--- src/rtl/spi_adc_responder.sv ---
// rtl/spi_adc_responder.sv - SPI mode-0 slave emulating a 4-channel ADC for HIL
//
// Ports:
//   clk_100mhz   system clock
//   rst_n        asynchronous active-low reset
//   spi_sck      SPI clock from master (mode 0, asynchronous)
//   spi_mosi     command bits, MSB first
//   spi_cs_n     frame select, active low
//   spi_miso     sample bits, MSB first, always driven
//   sample_data  four channel samples, ch0 in the low slice
//   sample_load  strobe capturing sample_data into the hold registers
//   frame_done   pulse at the end of a complete, valid frame
//   frame_err    pulse on a short frame or an invalid command
//   cmd_ch       channel of the last valid frame
//   busy         high while a frame is active
module spi_adc_responder #(
    parameter int DATA_WIDTH  = 16,
    parameter int SYNC_STAGES = 2
) (
    input  logic                    clk_100mhz,
    input  logic                    rst_n,
    input  logic                    spi_sck,
    input  logic                    spi_mosi,
    input  logic                    spi_cs_n,
    output logic                    spi_miso,
    input  logic [4*DATA_WIDTH-1:0] sample_data,
    input  logic                    sample_load,
    output logic                    frame_done,
    output logic                    frame_err,
    output logic [1:0]              cmd_ch,
    output logic                    busy
);

    localparam int CW = $clog2(DATA_WIDTH + 9);
    localparam logic [CW-1:0] CMD_LAST  = CW'(7);
    localparam logic [CW-1:0] DATA_LAST = CW'(DATA_WIDTH - 1);

    typedef enum logic [1:0] {IDLE, CMD, DATA, WAIT_CS} state_t;

    state_t state_q, state_d;

    logic [SYNC_STAGES-1:0]  sck_sync, mosi_sync, cs_sync, flush_sr;
    logic                    sck_d, cs_d, armed;
    logic                    sck_s, mosi_s, cs_s;
    logic                    sck_rise, sck_fall, cs_rise, cs_fall;
    logic [4*DATA_WIDTH-1:0] hold_q, shadow_q;
    logic [6:0]              cmd_sr;
    logic [DATA_WIDTH-1:0]   shift_sr;
    logic [CW-1:0]           bit_cnt;
    logic                    cmd_valid;
    logic [1:0]              ch_sel;
    logic                    start_frame, cmd_last, data_last;
    logic                    done_d, err_d;

    assign sck_s  = sck_sync[SYNC_STAGES-1];
    assign mosi_s = mosi_sync[SYNC_STAGES-1];
    assign cs_s   = cs_sync[SYNC_STAGES-1];

    assign sck_rise = sck_s & ~sck_d;
    assign sck_fall = ~sck_s & sck_d;
    assign cs_rise  = cs_s & ~cs_d;
    assign cs_fall  = ~cs_s & cs_d;

    // Channel bits of the command as they complete on the 8th rising edge.
    assign ch_sel = {cmd_sr[0], mosi_s};

    assign start_frame = (state_q == IDLE) && cs_fall && armed;
    assign cmd_last    = (state_q == CMD) && sck_rise && !cs_rise && (bit_cnt == CMD_LAST);
    assign data_last   = (state_q == DATA) && sck_rise && !cs_rise && (bit_cnt == DATA_LAST);

    // Synchronizers reset to idle line levels. flush_sr marks when the
    // chain holds real pin samples; armed then requires cs_n to be seen
    // high, so a frame already in progress at reset release is ignored.
    always_ff @(posedge clk_100mhz or negedge rst_n) begin
        if (!rst_n) begin
            sck_sync  <= '0;
            mosi_sync <= '0;
            cs_sync   <= '1;
            flush_sr  <= '0;
            sck_d     <= 1'b0;
            cs_d      <= 1'b1;
            armed     <= 1'b0;
        end else begin
            sck_sync  <= {sck_sync[SYNC_STAGES-2:0], spi_sck};
            mosi_sync <= {mosi_sync[SYNC_STAGES-2:0], spi_mosi};
            cs_sync   <= {cs_sync[SYNC_STAGES-2:0], spi_cs_n};
            flush_sr  <= {flush_sr[SYNC_STAGES-2:0], 1'b1};
            sck_d     <= sck_s;
            cs_d      <= cs_s;
            armed     <= armed | (flush_sr[SYNC_STAGES-1] & cs_s);
        end
    end

    always_ff @(posedge clk_100mhz or negedge rst_n) begin
        if (!rst_n) begin
            state_q <= IDLE;
        end else begin
            state_q <= state_d;
        end
    end

    always_comb begin
        state_d = state_q;
        case (state_q)
            IDLE:    if (start_frame) state_d = CMD;
            CMD:     if (cs_rise) state_d = IDLE;
                     else if (cmd_last) state_d = DATA;
            DATA:    if (cs_rise) state_d = IDLE;
                     else if (data_last) state_d = WAIT_CS;
            WAIT_CS: if (cs_rise) state_d = IDLE;
            default: state_d = IDLE;
        endcase
    end

    always_comb begin
        busy   = (state_q != IDLE);
        done_d = (state_q == WAIT_CS) && cs_rise && cmd_valid;
        err_d  = ((state_q == CMD || state_q == DATA) && cs_rise) ||
                 (cmd_last && !cmd_sr[6]);
    end

    always_ff @(posedge clk_100mhz or negedge rst_n) begin
        if (!rst_n) begin
            hold_q     <= '0;
            shadow_q   <= '0;
            cmd_sr     <= '0;
            shift_sr   <= '0;
            bit_cnt    <= '0;
            cmd_valid  <= 1'b0;
            spi_miso   <= 1'b0;
            frame_done <= 1'b0;
            frame_err  <= 1'b0;
            cmd_ch     <= 2'd0;
        end else begin
            if (sample_load) hold_q <= sample_data;
            frame_done <= done_d;
            frame_err  <= err_d;
            if (done_d) cmd_ch <= cmd_sr[1:0];

            case (state_q)
                IDLE: begin
                    if (start_frame) begin
                        // A load in the same cycle wins over the stale hold value.
                        shadow_q  <= sample_load ? sample_data : hold_q;
                        bit_cnt   <= '0;
                        cmd_valid <= 1'b0;
                    end
                end
                CMD: begin
                    if (sck_rise && !cs_rise) begin
                        cmd_sr <= {cmd_sr[5:0], mosi_s};
                        if (bit_cnt == CMD_LAST) begin
                            bit_cnt   <= '0;
                            cmd_valid <= cmd_sr[6];
                            shift_sr  <= cmd_sr[6] ?
                                shadow_q[int'(ch_sel)*DATA_WIDTH +: DATA_WIDTH] : '0;
                        end else begin
                            bit_cnt <= bit_cnt + 1'b1;
                        end
                    end
                end
                DATA: begin
                    if (sck_fall) begin
                        spi_miso <= shift_sr[DATA_WIDTH-1];
                        shift_sr <= {shift_sr[DATA_WIDTH-2:0], 1'b0};
                    end
                    if (sck_rise) bit_cnt <= bit_cnt + 1'b1;
                end
                default: ;
            endcase

            if (state_d != DATA) spi_miso <= 1'b0;
        end
    end

endmodule

--- config.mk ---
export PLATFORM = sky130hd
export DESIGN_NAME = spi_adc_responder
export DESIGN_NICKNAME = d
export VERILOG_FILES = /design/src/rtl/spi_adc_responder.sv
export SDC_FILE = /design/constraint.sdc
export NUM_CORES = 1
export LEC_CHECK = 0
export BUFFER_PORTS_ARGS = -buffer_cell sky130_fd_sc_hd__buf_2
export CAP_MARGIN = 15
export CORE_UTILIZATION = 60
export DETAILED_ROUTE_END_ITERATION = 8
export PLACE_DENSITY = 0.91
export RECOVER_POWER = 25
export SKIP_LAST_GASP = 1
export SLEW_MARGIN = 20
export SYNTH_ARGS = -nofsm -noshare
export SYNTH_HDL_FRONTEND = slang
export SYNTH_SLANG_ARGS = --single-unit
export TNS_END_PERCENT = 30
--- constraint.sdc ---
create_clock -name clk_100mhz -period 4.2 [get_ports clk_100mhz]
set_input_delay 0.21 -clock clk_100mhz [delete_from_list [all_inputs] [get_ports clk_100mhz]]
set_output_delay 0.21 -clock clk_100mhz [all_outputs]
set_load 0.02 [all_outputs]
* Yosys cells after proc, flatten, opt, wreduce, memory -nomap -nowiden *
Cells that the tools add are included.

word-level totals
  register bits after elaboration = 175
  input bits = 70
  word-level logic and storage cells = 96
  output and inout bits = 6

cells by class
  add/sub/neg operators = 1
  reduce and logical (&&, ||, !) cells = 30
  bitwise gates (word level) = 10
  equal/unequal tests = 11
  muxes and demuxes = 25
  shift-type cells = 1

operators by type and width
  cell                                                             number
  16-bit two-way mux                                               4
  64-bit two-way mux                                               1
  64-bit by 7-bit indexed part select with 16-bit output           1
  16-bit case mux with 2 select lines                              1
  5-bit two-way mux                                                4
  5-bit case mux with 3 select lines                               1
  1-bit logical AND                                                13
  2-bit two-way mux                                                6
  4-bit AND reduction                                              3
  2-bit nonzero test                                               5
  2-bit != test, second input constant                             4
  2-bit case mux with 4 select lines                               1
  1-bit two-way mux                                                6
  2-bit AND reduction                                              3
  5-bit by 1-bit adder with 5-bit output, second input constant    1
  1-bit bitwise AND                                                5
  5-bit by 3-bit == test with 1-bit output, second input constant  1
  5-bit by 4-bit == test with 1-bit output, second input constant  1
  2-bit == test, second input constant                             2
  2-bit by 1-bit != test with 1-bit output, second input constant  2
  1-bit NOT                                                        4
  3-bit nonzero test                                               1
  2-bit by 1-bit == test with 1-bit output, second input constant  1
  1-bit logical NOT                                                2
  4 further kinds                                                  5

* Depth between registers and ports, before layout *
  depth after elaboration = 11
  gate-level depth with buffers = 9
  mapped depth without buffers = 7

* Worst setup path before layout *
Ideal clock, no wire load.

  path type = reg2reg
  from = register state_q[0]
  to = register shadow_q[0]
  setup slack = 2.340 ns
  required time = 4.075 ns
  clock period less this slack = 1.860 ns
  library setup time = 0.125 ns
  arrival = 1.735 ns
  buffers on the path = 2
  cell stages (with the launch flop) = 8
  path through = dfrtp_1 -> inv_1 -> ha_1 -> inv_2 -> or3_1 -> buf_6 -> buf_12 -> mux2_4

between the ends
  longest elaborated chain between the ends = 4

ends and longest elaborated chain
  what                                      line     text
  from (decl)                               40       state_t state_q, state_d;
  from (signal assigned)                    98       state_q <= state_d;
  2-bit logical NOT (*)                     67, 140
  1-bit logical AND (2 in a row)            67       assign start_frame = (state_q == IDLE) && cs_fall && armed;
  2-bit AND reduction (no source line) (*)  n/a
  to (signal assigned)                      144      shadow_q <= sample_load ? sample_data : hold_q;
  to (decl)                                 46       logic [4*DATA_WIDTH-1:0] hold_q, shadow_q;

Every way passes the cells marked *; elsewhere a longest branch is shown, timed or not.
A chain may end at the register's enable or synchronous reset.

* Final worst setup path *
  from = input port sample_load
  to = register shadow_q[50]

between the ends
  longest elaborated chain between the ends = 1

ends and longest elaborated chain
  what                line  text
  from (decl)         27    input logic sample_load,
  64-bit two-way mux  144

No other way between the ends.

==> qor.txt <==
most frequent cell after synthesis -> dfrtp_1
Hold Vio Cnt, Final -> 0
Yosys cell types -> 46
maximum VDD drop -> 0.371 mV
Netlist Area Pre-Place -> 7510 µm²
Setup CP Type -> input port to register
P&R area growth vs syn -> 14.1%
layout cell share with drive strength beyond 1 -> 0.425
Die ar. -> 13000 µm²
ys async rst share -> 1.00
post-route setup TNS -> 0 ns
Initial Util -> 0.620
1st-pass router iterations -> 4
GRT Resource Usage Total -> 0.255
DRT iter0 DRCs -> 255
max cap viols -> 1
total CTS buffers -> 17
Clock Latency Late Sink -> 0.44 ns
CTS tree -> done
top post-synthesis cells by count -> dfrtp_1 (172), mux2_2 (77), mux2_4 (60)
IO Pins -> 76
Yosys top cell area share -> 0.573
clock sink count -> 175
Max Freq -> 362 MHz
P_leak -> 4.00 nW
ANT cells -> 0
Die Y-Extent -> 114 µm
number of flops mapped to enable cells by yosys -> 0
Period minus WS final -> 2.76 ns
synthesized flop and latch total -> 175
vias in the first global route -> 4621
Worst Setup End Kind -> register
Most used DFF post-synth -> dfrtp_1
Power Density -> 622 nW/µm²
Post-DRT Antenna Nets -> 0
routed wl met3 -> 738 µm
routed length per instance -> 19.9 µm
vias per cell -> 5.70
final worst-path cycle share -> 0.658
GPL Wtd Cong -> 0.843
dominant cell type by area after synthesis -> dfrtp_1
Clock Path Buffers -> 2
initial antenna violation count -> 0
M1 WL -> 6250 µm
Top Layer Used -> met4
met2 wire length -> 7160 µm
worst hold path class -> input port to register
CTS H-tree lvls -> 4
total wire length -> 14500 µm
FILL cells -> 734
# DRC -> 0
Syn. warnings -> 0
status -> finished with violations
critical path arrival -> 3.08 ns
DP Wirelength -> 9070 µm
Worst Tran Pin Value -> 2.24 ns
unrepaired setup endpoints after global routing -> no
Area contributors post-synth -> dfrtp_1 (57%), mux2_4 (12%), mux2_2 (12%)
first-pass GRT wire length -> 24400 µm
syn_nets -> 550
Vias -> 4160
sequential fraction of the synthesis area -> 0.584
clk_skew -> 0.00956 ns
CP Max Fanout -> 38
Pins Over Slew Limit -> 39
Rows -> 40
failing checks -> max-capacitance violations, max-slew violations
CP required -> 4.52 ns
Clk pin slew, worst setup/hold paths -> 0.06 ns
Rel. slew slack -> -0.495
Final nets -> 625
final-report setup violation count -> 0
GR Overflow Total -> 0
die width -> 114 µm
I/O Buffers -> 75
type of origin of the critical path -> input port
Finished Core Util -> 0.708
Cells after Synth -> 474
Avg Cell Area, Syn -> 15.8 µm²
core area -> 12100 µm²
Root Driver -> clkbuf_16
largest net degree at the start of global routing -> 118
==> worst paths after layout <==
check | cells past startpoint | startpoint | slack (ns) | to
max | 4 | sample_load | 1.44 | shadow_q[50]$_DFFE_PN0P_
min reg2reg | 0 | sck_sync[0]$_DFF_PN0_ | 0.35 | sck_sync[1]$_DFF_PN0_
max in group asynchronous | 3 | rst_n | 2.76 | shadow_q[41]$_DFFE_PN0P_
max reg2reg | 6 | state_q[0]$_DFF_PN0_ | 1.46 | shift_sr[0]$_DFFE_PN0P_
min in group asynchronous | 2 | rst_n | 0.47 | hold_q[4]$_DFF_PN0_
min | 2 | sample_data[26] | 0.02 | hold_q[26]$_DFF_PN0_
==> cells by family (layout without fill, tap and decap cells) <==
| logic type | after synthesis | in the layout | share of synthesized area |
|---|---|---|---|
| AOI/OAI and AO/OA | 52 | 52 | 0.0470 |
| adders and majority gates | 6 | 6 | 0.00999 |
| buffers and inverters | 37 | 125 | 0.0385 |
| DFF | 175 | 175 | 0.584 |
| muxes | 154 | 154 | 0.285 |
| other | 1 | 1 | 0.000499 |
| and+or+nand+nor | 49 | 49 | 0.0358 |
==> cell usage in the layout (no fill, tap or decap), types with 2 or more instances in the layout <==
cell / n
mux2_2: 46
clkinv_2: 3
a21o_1: 2
dfrtp_1: 171
mux4_2: 16
bufinv_16: 5
ha_1: 6
clkinvlp_4: 2
nor2_1: 17
mux2_4: 60
clkinv_4: 3
dfstp_2: 2
inv_1: 9
clkbuf_1: 6
a21oi_1: 18
o41ai_1: 2
nand2b_1: 2
buf_2: 69
nand3_1: 6
o21ai_0: 6
nand2_1: 9
buf_4: 4
dlygate4sd3_1: 4
clkbuf_16: 17
mux2_1: 31
nor3_1: 2
a22oi_1: 15
==> repair_timing <==
action / CTS / global route
resized for setup: 0 / 0
hold buffers: 4 / 0
endpoints found under the setup margin: 0 / 0
hold endpoints to repair: 99 / 0
setup buffers: 0 / 0
==> layout make-up <==
cell class	count	area (µm²)	share of cell area
inverter	10	37.5	0.00438
tap	168	210	0.0245
clock inverter	14	215	0.0251
sequential	175	4380	0.512
multi-input combinational	262	2850	0.332
clock buffer	18	429	0.0501
timing repair buffer	83	448	0.0523
==> per-layer routing <==
layer | vias to the layer above | track usage
li1 | 1859 | -
met1 | 2122 | 0.339
met2 | 146 | 0.398
met3 | 33 | 0.0654
met4 | 0 | 0.119
met5 | - | 0
==> critical path, stage by stage <==
cell      delay (ns)
clkbuf_1        1.57
buf_4           0.59
mux2_2          0.41
mux2_4          0.27
==> flip-flops by register name, summed over array words and instances (netlist names), 2 cells and up <==
signal / flops
hold_q: 64
shadow_q: 64
shift_sr: 16
cmd_sr: 7
bit_cnt: 5
cmd_ch: 2
cs_sync: 2
flush_sr: 2
mosi_sync: 2
sck_sync: 2
state_q: 2
==> power breakdown <==
group | total [W] | internal, W | switching, W | leakage [nW]
Clock | 0.00171 | 0.00106 | 0.000658 | 0.310
Combinational | 0.00120 | 0.000763 | 0.000436 | 1.57
Sequential | 0.00242 | 0.00211 | 0.000311 | 2.12
==> stage by stage <==
stage	setup WS, ns	std cells	cell area, µm²	hold slack, ns	power, W
2_1_floorplan	2.34	474	7510	-0.0856	0.00333
3_3_place_gp	1.77	694	7890	0.321	0.00352
3_5_place_dp	1.66	694	7890	0.317	0.00362
4_1_cts	1.50	730	8570	0.0141	0.00535
5_1_grt	1.21	730	8570	0.0154	0.00556
6_report	1.44	730	8570	0.0220	0.00533
Note: power is estimated with default switching activity, not from simulation.
